--- src/rtl/combo_lock_pkg.sv ---
// Shared types for the multi-digit combination lock: FSM state enum,
// the status encoding seen by the HEX decoders, and sizing helpers.
package combo_lock_pkg;

    typedef enum logic [2:0] {
        LOCKED,
        ENTERING,
        UNLOCKED,
        ALARM,
        PROG
    } state_e;

    localparam logic [1:0] ST_LOCKED = 2'b00;
    localparam logic [1:0] ST_UNLOCK = 2'b01;
    localparam logic [1:0] ST_ALARM  = 2'b10;
    localparam logic [1:0] ST_PROG   = 2'b11;

    // ENTERING deliberately reports as LOCKED so existing decoders are unchanged.
    function automatic logic [1:0] status_of(state_e s);
        case (s)
            UNLOCKED: return ST_UNLOCK;
            ALARM:    return ST_ALARM;
            PROG:     return ST_PROG;
            default:  return ST_LOCKED;
        endcase
    endfunction

    function automatic int idx_width(int digits);
        return (digits > 1) ? $clog2(digits) : 1;
    endfunction

endpackage

--- src/rtl/combo_lock_seq_if.sv ---
// User-facing bundle of the combination lock: switch word, pulses and status.
// master = switch/button side, slave = the lock itself.
interface combo_lock_seq_if #(
    parameter int CODE_W    = 10,
    parameter int DIGITS    = 4,
    parameter int MAX_TRIES = 3
);
    localparam int IDX_W = (DIGITS > 1) ? $clog2(DIGITS) : 1;
    localparam int FC_W  = $clog2(MAX_TRIES + 1);

    logic [CODE_W-1:0] entry;
    logic              enter;
    logic              lock;
    logic              prog;
    logic [1:0]        status;
    logic              entering;
    logic [IDX_W-1:0]  digit_idx;
    logic [FC_W-1:0]   fail_cnt;
    logic              alarm;

    modport master (
        output entry, enter, lock, prog,
        input  status, entering, digit_idx, fail_cnt, alarm
    );

    modport slave (
        input  entry, enter, lock, prog,
        output status, entering, digit_idx, fail_cnt, alarm
    );
endinterface

--- src/rtl/lock_alarm_timer.sv ---
// Loadable down-counter that times the alarm hold period; expire is high
// during the last counted cycle (count == 1).
module lock_alarm_timer #(
    parameter  int ALARM_CYC = 1024,
    localparam int W         = $clog2(ALARM_CYC + 1)
) (
    input  logic         clock,
    input  logic         reset_n,
    input  logic         load,
    input  logic [W-1:0] value,
    output logic         expire
);
    logic [W-1:0] count_q;

    // NOTE: state is updated with <= so every flop samples pre-edge values.
    always_ff @(posedge clock or negedge reset_n) begin
        if (!reset_n)
            count_q <= '0;
        else if (load)
            count_q <= value;
        else if (count_q != '0)
            count_q <= count_q - W'(1);
    end

    assign expire = (count_q == W'(1));
endmodule

--- src/rtl/combo_lock_seq.sv ---
// Multi-digit combination lock with failure counting and timed alarm.
// Optional code programming is compiled in with COMBO_LOCK_CODE_PROG_EN.
module combo_lock_seq
    import combo_lock_pkg::*;
#(
    parameter int                       CODE_W    = 10,
    parameter int                       DIGITS    = 4,
    parameter int                       MAX_TRIES = 3,
    parameter int                       ALARM_CYC = 1024,
    parameter logic [DIGITS*CODE_W-1:0] CODE_INIT = '0
) (
    input logic             clock,
    input logic             reset_n,
    combo_lock_seq_if.slave bus
);
    localparam int               IDX_W    = idx_width(DIGITS);
    localparam int               FC_W     = $clog2(MAX_TRIES + 1);
    localparam int               TMR_W    = $clog2(ALARM_CYC + 1);
    localparam logic [IDX_W-1:0] LAST_IDX = IDX_W'(DIGITS - 1);
    localparam logic [FC_W-1:0]  FAIL_MAX = FC_W'(MAX_TRIES);

    state_e                   state_q, state_d;
    logic [IDX_W-1:0]         digit_idx_q;
    logic [FC_W-1:0]          fail_cnt_q;
    logic                     mismatch_q;
    logic [1:0]               status_q;
    logic                     entering_q;
    logic                     alarm_q;
    logic [DIGITS*CODE_W-1:0] code;
    logic [CODE_W-1:0]        cur_digit;
    logic                     is_last, mm_any, tries_out;
    logic                     tmr_load, tmr_expire;

`ifdef COMBO_LOCK_CODE_PROG_EN
    logic [DIGITS*CODE_W-1:0] code_q, shadow_q, shadow_d;
    logic                     prog_wr;

    always_comb begin
        shadow_d = shadow_q;
        shadow_d[digit_idx_q*CODE_W +: CODE_W] = bus.entry;
    end

    assign prog_wr = (state_q == PROG) && bus.enter && !bus.lock;

    // NOTE: the code store is reset on purpose: a reset must restore CODE_INIT.
    always_ff @(posedge clock or negedge reset_n) begin
        if (!reset_n) begin
            code_q   <= CODE_INIT;
            shadow_q <= CODE_INIT;
        end else if (prog_wr) begin
            shadow_q <= shadow_d;
            if (digit_idx_q == LAST_IDX)
                code_q <= shadow_d;
        end
    end

    assign code = code_q;
`else
    logic unused_prog;
    assign unused_prog = bus.prog;
    assign code        = CODE_INIT;
`endif

    always_comb begin
        // NOTE: every output gets a default first so no latch is inferred.
        cur_digit = code[digit_idx_q*CODE_W +: CODE_W];
        is_last   = (digit_idx_q == LAST_IDX);
        mm_any    = mismatch_q | (bus.entry != cur_digit);
        tries_out = (int'(fail_cnt_q) + 1) >= MAX_TRIES;
        state_d   = state_q;
        case (state_q)
            LOCKED, ENTERING: begin
                if (bus.lock)
                    state_d = LOCKED;
                else if (bus.enter) begin
                    if (!is_last)      state_d = ENTERING;
                    else if (!mm_any)  state_d = UNLOCKED;
                    else if (tries_out) state_d = ALARM;
                    else               state_d = LOCKED;
                end
            end
            UNLOCKED: begin
                if (bus.lock)
                    state_d = LOCKED;
`ifdef COMBO_LOCK_CODE_PROG_EN
                else if (bus.prog)
                    state_d = PROG;
`endif
            end
            ALARM: if (tmr_expire) state_d = LOCKED;
`ifdef COMBO_LOCK_CODE_PROG_EN
            PROG: begin
                if (bus.lock)
                    state_d = LOCKED;
                else if (bus.enter && is_last)
                    state_d = UNLOCKED;
            end
`endif
            default: state_d = LOCKED;
        endcase
    end

    assign tmr_load = (state_q != ALARM) && (state_d == ALARM);

    lock_alarm_timer #(.ALARM_CYC(ALARM_CYC)) u_timer (
        .clock   (clock),
        .reset_n (reset_n),
        .load    (tmr_load),
        .value   (TMR_W'(ALARM_CYC)),
        .expire  (tmr_expire)
    );

    always_ff @(posedge clock or negedge reset_n) begin
        if (!reset_n) begin
            state_q     <= LOCKED;
            digit_idx_q <= '0;
            fail_cnt_q  <= '0;
            mismatch_q  <= 1'b0;
            status_q    <= ST_LOCKED;
            entering_q  <= 1'b0;
            alarm_q     <= 1'b0;
        end else begin
            state_q    <= state_d;
            status_q   <= status_of(state_d);
            entering_q <= (state_d == ENTERING);
            alarm_q    <= (state_d == ALARM);
            case (state_q)
                LOCKED, ENTERING: begin
                    if (bus.lock) begin
                        digit_idx_q <= '0;
                        mismatch_q  <= 1'b0;
                    end else if (bus.enter) begin
                        if (!is_last) begin
                            digit_idx_q <= digit_idx_q + IDX_W'(1);
                            mismatch_q  <= mm_any;
                        end else begin
                            digit_idx_q <= '0;
                            mismatch_q  <= 1'b0;
                            if (!mm_any)        fail_cnt_q <= '0;
                            else if (tries_out) fail_cnt_q <= FAIL_MAX;
                            else                fail_cnt_q <= fail_cnt_q + FC_W'(1);
                        end
                    end
                end
                ALARM: if (tmr_expire) fail_cnt_q <= '0;
`ifdef COMBO_LOCK_CODE_PROG_EN
                PROG: begin
                    if (bus.lock || (bus.enter && is_last))
                        digit_idx_q <= '0;
                    else if (bus.enter)
                        digit_idx_q <= digit_idx_q + IDX_W'(1);
                end
`endif
                default: digit_idx_q <= '0;
            endcase
        end
    end

    assign bus.status    = status_q;
    assign bus.entering  = entering_q;
    assign bus.digit_idx = digit_idx_q;
    assign bus.fail_cnt  = fail_cnt_q;
    assign bus.alarm     = alarm_q;
endmodule

--- src/flat_wrapper.sv ---
// flat-port wrapper written by rule: the top's interface ports become plain ports
module combo_lock_seq_flat import combo_lock_pkg::*;
#(
    parameter int                       CODE_W    = 10,
    parameter int                       DIGITS    = 4,
    parameter int                       MAX_TRIES = 3,
    parameter int                       ALARM_CYC = 1024,
    parameter logic [DIGITS*CODE_W-1:0] CODE_INIT = '0
)
  (clock, reset_n, bus_entry, bus_enter, bus_lock, bus_prog, bus_status, bus_entering, bus_digit_idx, bus_fail_cnt, bus_alarm);
  combo_lock_seq_if #(.CODE_W(CODE_W), .DIGITS(DIGITS), .MAX_TRIES(MAX_TRIES)) bus_i ();
  input logic clock;
  input logic reset_n;
  input wire logic [$bits(bus_i.entry)-1:0] bus_entry;
  input wire logic [$bits(bus_i.enter)-1:0] bus_enter;
  input wire logic [$bits(bus_i.lock)-1:0] bus_lock;
  input wire logic [$bits(bus_i.prog)-1:0] bus_prog;
  output wire logic [$bits(bus_i.status)-1:0] bus_status;
  output wire logic [$bits(bus_i.entering)-1:0] bus_entering;
  output wire logic [$bits(bus_i.digit_idx)-1:0] bus_digit_idx;
  output wire logic [$bits(bus_i.fail_cnt)-1:0] bus_fail_cnt;
  output wire logic [$bits(bus_i.alarm)-1:0] bus_alarm;
  assign bus_i.entry = bus_entry;
  assign bus_i.enter = bus_enter;
  assign bus_i.lock = bus_lock;
  assign bus_i.prog = bus_prog;
  assign bus_status = bus_i.status;
  assign bus_entering = bus_i.entering;
  assign bus_digit_idx = bus_i.digit_idx;
  assign bus_fail_cnt = bus_i.fail_cnt;
  assign bus_alarm = bus_i.alarm;
  combo_lock_seq #(.CODE_W(CODE_W), .DIGITS(DIGITS), .MAX_TRIES(MAX_TRIES), .ALARM_CYC(ALARM_CYC), .CODE_INIT(CODE_INIT)) u_core (.clock(clock), .reset_n(reset_n), .bus(bus_i));
endmodule
--- config.mk ---
export PLATFORM = sky130hd
export DESIGN_NAME = combo_lock_seq_flat
export DESIGN_NICKNAME = d
export VERILOG_FILES = /design/src/rtl/combo_lock_pkg.sv /design/src/rtl/combo_lock_seq_if.sv /design/src/rtl/lock_alarm_timer.sv /design/src/rtl/combo_lock_seq.sv /design/src/flat_wrapper.sv
export SDC_FILE = /design/constraint.sdc
export NUM_CORES = 1
export LEC_CHECK = 0
export CAP_MARGIN = 20
export CORE_UTILIZATION = 50
export DETAILED_ROUTE_END_ITERATION = 8
export PLACE_DENSITY = 0.85
export SLEW_MARGIN = 10
export SYNTH_ARGS = -nofsm -noshare
export SYNTH_HDL_FRONTEND = slang
export SYNTH_HIERARCHICAL = 1
export SYNTH_SLANG_ARGS = --single-unit
--- constraint.sdc ---
create_clock -name clock -period 5.8 [get_ports clock]
set_input_delay 0.58 -clock clock [delete_from_list [all_inputs] [get_ports clock]]
set_output_delay 0.58 -clock clock [all_outputs]
set_load 0.05 [all_outputs]
* Word level (Yosys, flattened, before mapping) *
Index checks and enable logic that the tools add are counted.

operators by class
  add/sub/neg operators = 4
  multiply operators = 1
  $lt $le $gt $ge = 1
  equality and inequality tests = 16
  shifts and indexed selects = 1
  mux-type cells = 25
  bitwise operators = 2
  reductions and logical operators = 10

operators with widths
  operator                  number
  $shiftx 40x7->10 const A  1
  $ge 32x3->1 const B       1
  $mux 11                   2
  $mux 2                    10
  $mux 3                    6
  $eq 3x2->1 const B        4
  $eq 11x1->1 const B       1
  $reduce_bool 11->1        1
  $sub 11x1->11 const B     1
  $ne 10x10->1              1
  $pmux 3 s3                1
  $pmux 2 s2                2
  $eq 3x1->1 const B        2
  $pmux 2 s3                1
  $reduce_bool 2->1         3
  $mul 2x3->5 const B       1
  $reduce_and 5->1          1
  $add 2x1->2 const B       2
  $ne 2x1->1 const B        2
  $ne 2x2->1 const B        2
  $reduce_and 2->1          2
  $add 2x1->3 const B       1
  $eq 3x3->1 const B        1
  $logic_not 3->1           1
  8 further kinds           10

storage, ports and cells
  register bits after elaboration = 23
  input port bits = 15
  output and inout bits = 8
  logic and storage cells = 68

* Longest topological paths before layout *
Gate-level depths: netlist (run 1).

  word-level depth = 12
  depth in mapped cells = 8
  mapped depth without buffers = 7

* By module *
The synthesis (run 1) kept the hierarchy.

modules (own cells, without submodules)
  module            instances  cells each  area an instance (um2)  sequential area each (um2)
  lock_alarm_timer  1          67          659.4                   275.3
  combo_lock_seq    1          54          580.6                   300.3

* Least setup slack after synthesis (run 1) *
Ideal clock, no wire load.

  path type = input port to flip-flop
  start point = input bus_entry[6]
  end point = register u_core.u_timer.count_q[9]
  setup time = 0.125 ns
  arrival = 2.318 ns
  data required time = 5.675 ns
  setup slack = 3.357 ns
  stages on the path = 6
  path buffers = 1
  cells stage by stage = or4_4 -> nor3_1 -> a21oi_1 -> nor2_1 -> clkbuf_1 -> mux2_2

on the way
  cells in the longest elaborated chain, start to end = 10
  elaborated cells on any way between the ends = 11
  those cells by class = eq/ne: 2; mux: 6; bitwise: 1; reduce/logical: 2

RTL lines
  element                                       RTL line                RTL
  from (decl)                                   flat_wrapper.sv:14      input wire logic [$bits(bus_i.entry)-1:0] bus_entry;
  $ne 10x10->1 (*)                              combo_lock_seq.sv:68    mm_any = mismatch_q | (bus.entry != cur_digit);
  $or 1x1->1 (*)                                combo_lock_seq.sv:68
  $mux 3 (*)                                    combo_lock_seq.sv:77    else if (!mm_any) state_d = UNLOCKED;
  $mux 3 (*)                                    combo_lock_seq.sv:76    if (!is_last) state_d = ENTERING;
  $mux 3 (*)                                    combo_lock_seq.sv:75    else if (bus.enter) begin
  $mux 3 (*)                                    combo_lock_seq.sv:73    if (bus.lock)
  $pmux 3 s3 (*)                                combo_lock_seq.sv:71    case (state_q)
  $eq 3x2->1 (*)                                combo_lock_seq.sv:103   assign tmr_load = (state_q != ALARM) && (state_d == ALARM);
  $logic_and 1x1->1 (*)                         combo_lock_seq.sv:103
  via u_core.tmr_load                           combo_lock_seq.sv:32    logic tmr_load, tmr_expire;
  $mux 11 or $reduce_bool 2->1 (tied branches)  n/a
  to (signal assigned)                          lock_alarm_timer.sv:20  count_q <= value;
  to (signal assigned)                          lock_alarm_timer.sv:22  count_q <= count_q - W'(1);
  to (decl)                                     lock_alarm_timer.sv:13  logic [W-1:0] count_q;

Mark *: on every way through the listed nets, which the timed path passes. The rest lies on a longest branch.
A chain may end at the register's enable or synchronous reset.

* Worst setup path after layout (run 1) *
  start point = input bus_entry[6]
  end point = register u_core.u_timer.count_q[4]

Same word-level chain as after synthesis.

==> run_results.csv, run 1 <==
group,metric,value,unit
status,status,"finished clean",
layout,nets,175,
clock_tree,cts_tree,"done",
worst_setup_path,crit_type,"input port to flip-flop",
placement,dp_slack,2580,ps
routing,routed_via_density,5.48,
sta,setup_tns,0,ps
worst_setup_path,crit_required,6010,ps
logic_synthesis,synth_area_leaders,"dfrtp_1 46%, nand2_1 3.9%, xnor2_1 3.5%",
routing,postRouteAntennaNets,0,
clock_tree,cts_resized,0,
clock_tree,cts_setup_buffers,0,
worst_setup_path,slowest_stage,"or4_4",
logic_synthesis,synth-seq-area-share,46.4,%
sta,finalCriticalPeriod,2870,ps
layout,fin_cells,184,
die,die_area,2680,um^2
sta,slew_violations,0,
worst_setup_path,cpPeakStageDelay,530,ps
clock_tree,cts_buffers,3,
layout,n_antenna_cell,0,
routing,drc,0,
clock_tree,clockBufferDepth,2,
placement,numPlacedInstances,179,
placement,dp_hpwl,1.86,mm
logic_synthesis,syn_area_per_cell,10.2,um^2
power_and_ir_drop,p_per_area,300,nW/um^2
grt,grt_use_total,22.4,%
layout,drive_above_1_share,11.5,%
worst_setup_path,crit_family,"simple AND/OR/NAND/NOR gates",
logic_synthesis,synth_cells,121,
sta,hold_slack,486,ps
logic_synthesis,yosysWarningCount,6,
routing,wirelength,2.43,mm
run,drv_cap,0,
sta,setup_violations,0,
logic_synthesis,synthArstFlopShare,100,%
worst_setup_path,crit_buf_inv,2,
layout,syn_to_final_growth,26.1,%
worst_setup_path,worstPathMaxFanout,16,
logic_synthesis,yosysTopAreaCell,"dfrtp_1",
logic_synthesis,synth_area,1240,um^2
logic_synthesis,synth.ff_latch_count,23,
sta,period_share,49.5,%
logic_synthesis,synthFlopType,"dfrtp_1",
clock_tree,root_buffer,"clkbuf_4",
logic_synthesis,yosysTopAreaCellShare,46.4,%
sta,final_hold_viol_count,0,
sta,worst_pin_slew,702,ps
clock_tree,cts_hold_buf,0,
clock_tree,cts_num_sinks,23,
routing,vias,1008,
logic_synthesis,synth_most_common_cell,"dfrtp_1",
clock_tree,htreeDepth,1,
routing,first_pass_iters,4,
grt,grt_first_pass_wirelength,4.32,mm
logic_synthesis,ys_top_cells_by_count,"23 x dfrtp_1, 13 x nand2_1, 7 x o21ai_0",
power_and_ir_drop,p_leak,0.645,nW
die,core,2280,um^2
die,chipWidth,51.8,um
logic_synthesis,ys_types,39,
die,ioPinCount,23,
grt,antenna_found_initial,0,
placement,io_buffers,21,
sta,setup_slack,2930,ps
power_and_ir_drop,ir_worst_vdd,207,uV
die,start_util,54.5,%
worst_setup_path,endpoint_kind,"flip-flop",
sta,fmax,348,MHz
sta,slew_headroom,52.5,%
hold_path,hold_class,"input port to asynchronous set/reset pin",
clock_tree,insertion_delay,310,ps
grt,grt_start_max_net_pins,24,
worst_setup_path,cp-start-kind,"input port",
die,dieHeight,51.8,um
sta,clock-skew-final,2.13,ps
layout,final_core_util,68.7,%
clock_tree,clk_pin_slew_worst_paths,110,ps
routing,drtIter0Drc,22,
grt,first_global_vias,984,
placement,gp_congestion,0.854,
worst_setup_path,path_cells,"clkdlybuf4s50_1, or4_4, nor3_1, a21oi_1, nor2_1, buf_4, nor4b_1, a211o_1",
die,num_rows,17,
logic_synthesis,synth_edf_count,0,
sta,rsz0062_at_grt,"false",
routing,routedWlPerCell,13.2,um
worst_setup_path,crit_arrival,3080,ps
grt,grt.overflow.total,0,
where the power goes:
| group | switching, W | total, W | leakage (nW) | internal (W) |
|---|---|---|---|---|
| sequential | 0.0000435 | 0.000243 | 0.292 | 0.000199 |
| clock | 0.0000459 | 0.0000728 | 0.0150 | 0.0000269 |
| combinational | 0.0000723 | 0.000153 | 0.338 | 0.0000807 |
| total | 0.000162 | 0.000469 | 0.645 | 0.000307 |
per-layer routing:
layer  GRT usage, %  share of wire, %
met2           37.2                50
met1           27.3                45
met5              0                 0
met3           6.43               4.1
met4           9.01               1.5
state kept, by name (all words and copies together) (netlist names):
signal                  cells
u_core/mismatch_q           1
u_core/state_q              3
u_core/bus.entering         1
u_core/u_timer/count_q     11
u_core/bus.digit_idx        2
u_core/bus.alarm            1
u_core/bus.fail_cnt         2
u_core/bus.status           2
path summary, 6_finish.rpt:
path | from | cells after the start | endpoint | slack, ps
setup / recovery | bus_entry[6] | 8 | u_core/u_timer/count_q[4] | 2930
hold / removal | reset_n | 1 | u_core/bus.digit_idx[0] | 490
setup reg to reg | u_core/u_timer/count_q[3] | 7 | u_core/bus.fail_cnt[0] | 3200
hold reg to reg | u_core/mismatch_q | 2 | u_core/mismatch_q | 520
max in group asynchronous | reset_n | 2 | u_core/u_timer/count_q[4] | 4920
min in group clock | u_core/mismatch_q | 2 | u_core/mismatch_q | 520
layout by cell type, fill, tap and decap left out, types with 3 or more instances in the layout:
cell type | netlist | layout
a21oi_1 | 4 | 4
o31ai_1 | 5 | 5
dfrtp_1 | 23 | 23
ha_1 | 3 | 3
inv_1 | 5 | 5
or4_4 | 3 | 3
o21ai_0 | 7 | 7
conb_1 | 2 | 12
nand2_1 | 13 | 13
o22ai_1 | 5 | 5
nor2_1 | 6 | 6
nor3_1 | 5 | 5
xnor2_1 | 5 | 5
clkdlybuf4s50_1 | 0 | 21
clkbuf_4 | 0 | 3
cells by family (layout without fill, tap and decap cells):
kind of cell	Yosys count	in the layout	share of synthesized area [%]
AND/OR/NAND/NOR	45	45	22.5
adder cells (fa/ha/maj)	3	3	3.03
buffers and inverters	7	32	2.12
AO/OA/AOI/OAI	31	31	17.8
XOR/XNOR	7	7	4.94
multiplexers	3	3	2.62
other	2	12	0.606
flip-flops	23	23	46.4
stage by stage:
stage / power [W] / instance area [um^2]
final: 0.000469 / 1560
after global routing: 0.000502 / 1560
after CTS: 0.000470 / 1550
after detailed placement: 0.000395 / 1520
after global placement: 0.000386 / 1520
after floorplan: 0.000354 / 1280
area by class of cell:
cell class	instances	area (um^2)
multi-input cells	101	676
fillers	166	712
flip-flops and latches	23	576
inverters	5	18.8
clock buffers	4	26.3
well taps	28	35.0
repair buffers	23	233
No activity file was read; power rests on OpenSTA's default activity.
==> run 2, diff against run 1 <==
Clock period 5.8 ns to 2.8 ns, I/O delays scaled along.
==> run 2 against run 1 <==
Clock-buffer cell count unchanged. Wire length increased by 10%. Combinational power increased by 110%. Worst setup slack got worse by 2500 ps. Global-route usage increased by 1.4 points. First-iteration DRC count decreased by 55%. Die area unchanged. Critical path depth unchanged. Worst hold slack got worse by 180 ps. Clock power increased by 110%. Cell area increased by 1.3%. Critical endpoint is now u_core/bus.fail_cnt[0]. Largest cell class unchanged. Largest power group unchanged.
==> run_results.csv, run 2 (same netlist as run 1, synthesis figures left out) <==
group,metric,value,unit
status,status,"finished clean",
routing,drtIter0Drc,10,
clock_tree,clk_pin_slew_worst_paths,120,ps
placement,io_buffers,21,
worst_setup_path,crit_arrival,2600,ps
sta,final_hold_viol_count,0,
sta,setup_violations,0,
die,dieHeight,51.8,um
sta,period_share,84.2,%
power_and_ir_drop,p_leak,0.655,nW
sta,rsz0062_at_grt,"false",
worst_setup_path,crit_family,"simple AND/OR/NAND/NOR gates",
worst_setup_path,worstPathMaxFanout,6,
power_and_ir_drop,ir_worst_vdd,572,uV
clock_tree,cts_hold_buf,0,
clock_tree,insertion_delay,310,ps
placement,place_area,1560,um^2
worst_setup_path,path_cells,"nor4_1, nand3_1, nor4b_1, buf_4, inv_1, o22ai_1, o21ai_0, o22ai_1",
hold_path,hold_class,"input port to asynchronous set/reset pin",
routing,routed_via_density,5.46,
layout,design_area,1580,um^2
sta,slew_headroom,65.3,%
die,start_util,54.5,%
worst_setup_path,cpPeakStageDelay,470,ps
clock_tree,cts_buffers,3,
layout,syn_to_final_growth,27.7,%
power_and_ir_drop,p_per_area,613,nW/um^2
clock_tree,cts_setup_buffers,0,
layout,top_register,"u_core/u_timer/count_q",
grt,grt.overflow.total,0,
routing,postRouteAntennaNets,0,
sta,clock-skew-final,6.32,ps
worst_setup_path,crit_type,"flip-flop to flip-flop",
routing,first_pass_iters,4,
die,core,2280,um^2
clock_tree,htreeDepth,1,
routing,drc,0,
layout,fillCellCount,173,
sta,setup_tns,0,ps
grt,grt_first_pass_wirelength,4.57,mm
layout,mostFrequentLayoutCells,"23 x dfrtp_1, 21 x clkdlybuf4s50_1, 13 x nand2_1, 12 x conb_1, 7 x o21ai_0",
sta,worst_pin_slew,517,ps
die,ioPinCount,23,
sta,slew_violations,0,
grt,antenna_found_initial,0,
sta,fmax,424,MHz
die,die_area,2680,um^2
clock_tree,root_buffer,"clkbuf_4",
placement,gp_congestion,0.756,
routing,vias,1016,
worst_setup_path,crit_required,3040,ps
worst_setup_path,rrSetupSlack,440,ps
clock_tree,clockBufferDepth,2,
worst_setup_path,endpoint_kind,"flip-flop",
power_and_ir_drop,p_total,0.000970,W
layout,drive_above_1_share,12.7,%
sta,finalCriticalPeriod,2360,ps
layout,n_antenna_cell,0,
layout,largest_reg_flops,11,
run,drv_cap,0,
worst_setup_path,crit_buf_inv,2,
worst_setup_path,slowest_stage,"nor4_1",
die,chipWidth,51.8,um
grt,first_global_vias,1012,
layout,final_common_cell,"dfrtp_1",
clock_tree,cts_num_sinks,23,
routing,routedWlPerCell,14.4,um
routing,wirelength,2.68,mm
clock_tree,cts_tree,"done",
worst_setup_path,cp-start-kind,"flip-flop",
layout,reg.largest.list,"u_core/u_timer/count_q: 11 flops, u_core/state_q: 3 flops",
clock_tree,cts_resized,0,
placement,dp_hpwl,1.97,mm
die,num_rows,17,
worst_setup_path,cpMostUsedCell,"o22ai_1",
layout,nets,177,
grt,grt_start_max_net_pins,24,
grt,grt_use_total,23.9,%
==> run 2: cell types whose count changed in the layout (fill, tap and decap cells not counted), sizes merged <==
cell	previous run	this run
buf	2	4
==> run 2: metrics by stage <==
| stage | util, % | worst slack (ps) | std cells | hold WS, ps |
|---|---|---|---|---|
| 2_1_floorplan | - | 529 | 131 | -15.6 |
| 3_5_place_dp | 68.4 | 274 | 182 | 491 |
| 4_1_cts | 69.6 | 457 | 186 | 307 |
| 5_1_grt | 69.6 | 204 | 186 | 309 |
| 3_3_place_gp | 68.4 | 306 | 182 | 492 |
| 6_report | 69.6 | 444 | 186 | 305 |
==> run 2: per-layer routing <==
metal | part of all wire, % | GRT usage (%) | vias to the layer above
li1 | - | - | 509
met1 | 46 | 28.7 | 491
met2 | 51 | 41.6 | 11
met3 | 2.2 | 5.26 | 5
met4 | 0.86 | 8.56 | 0
met5 | 0 | 0 | -
==> run 2: power by group <==
group          total [W]  internal (W)  switching [W]  leakage (nW)
Sequential      0.000503      0.000413      0.0000902         0.292
Combinational   0.000317      0.000167       0.000151         0.348
Clock           0.000150     0.0000557      0.0000943        0.0150
==> run 2: cell type report <==
class                      count  area, um^2  share of cell area (%)
timing repair buffer          25         253                    16.0
tap                           28        35.0                    2.21
multi-input combinational    101         676                    42.7
sequential                    23         576                    36.3
clock buffer                   4        26.3                    1.66
inverter                       5        18.8                    1.18
==> run 2: final timing paths <==
| check | start | to | cells past startpoint |
|---|---|---|---|
| max | u_core/u_timer/count_q[3] | u_core/bus.fail_cnt[0] | 8 |
| min reg2reg | u_core/mismatch_q | u_core/mismatch_q | 2 |
| min | reset_n | u_core/state_q[0] | 2 |
| min in group clock | u_core/mismatch_q | u_core/mismatch_q | 2 |
| max in group asynchronous | reset_n | u_core/u_timer/count_q[9] | 2 |
| max reg2reg | u_core/u_timer/count_q[3] | u_core/bus.fail_cnt[0] | 8 |
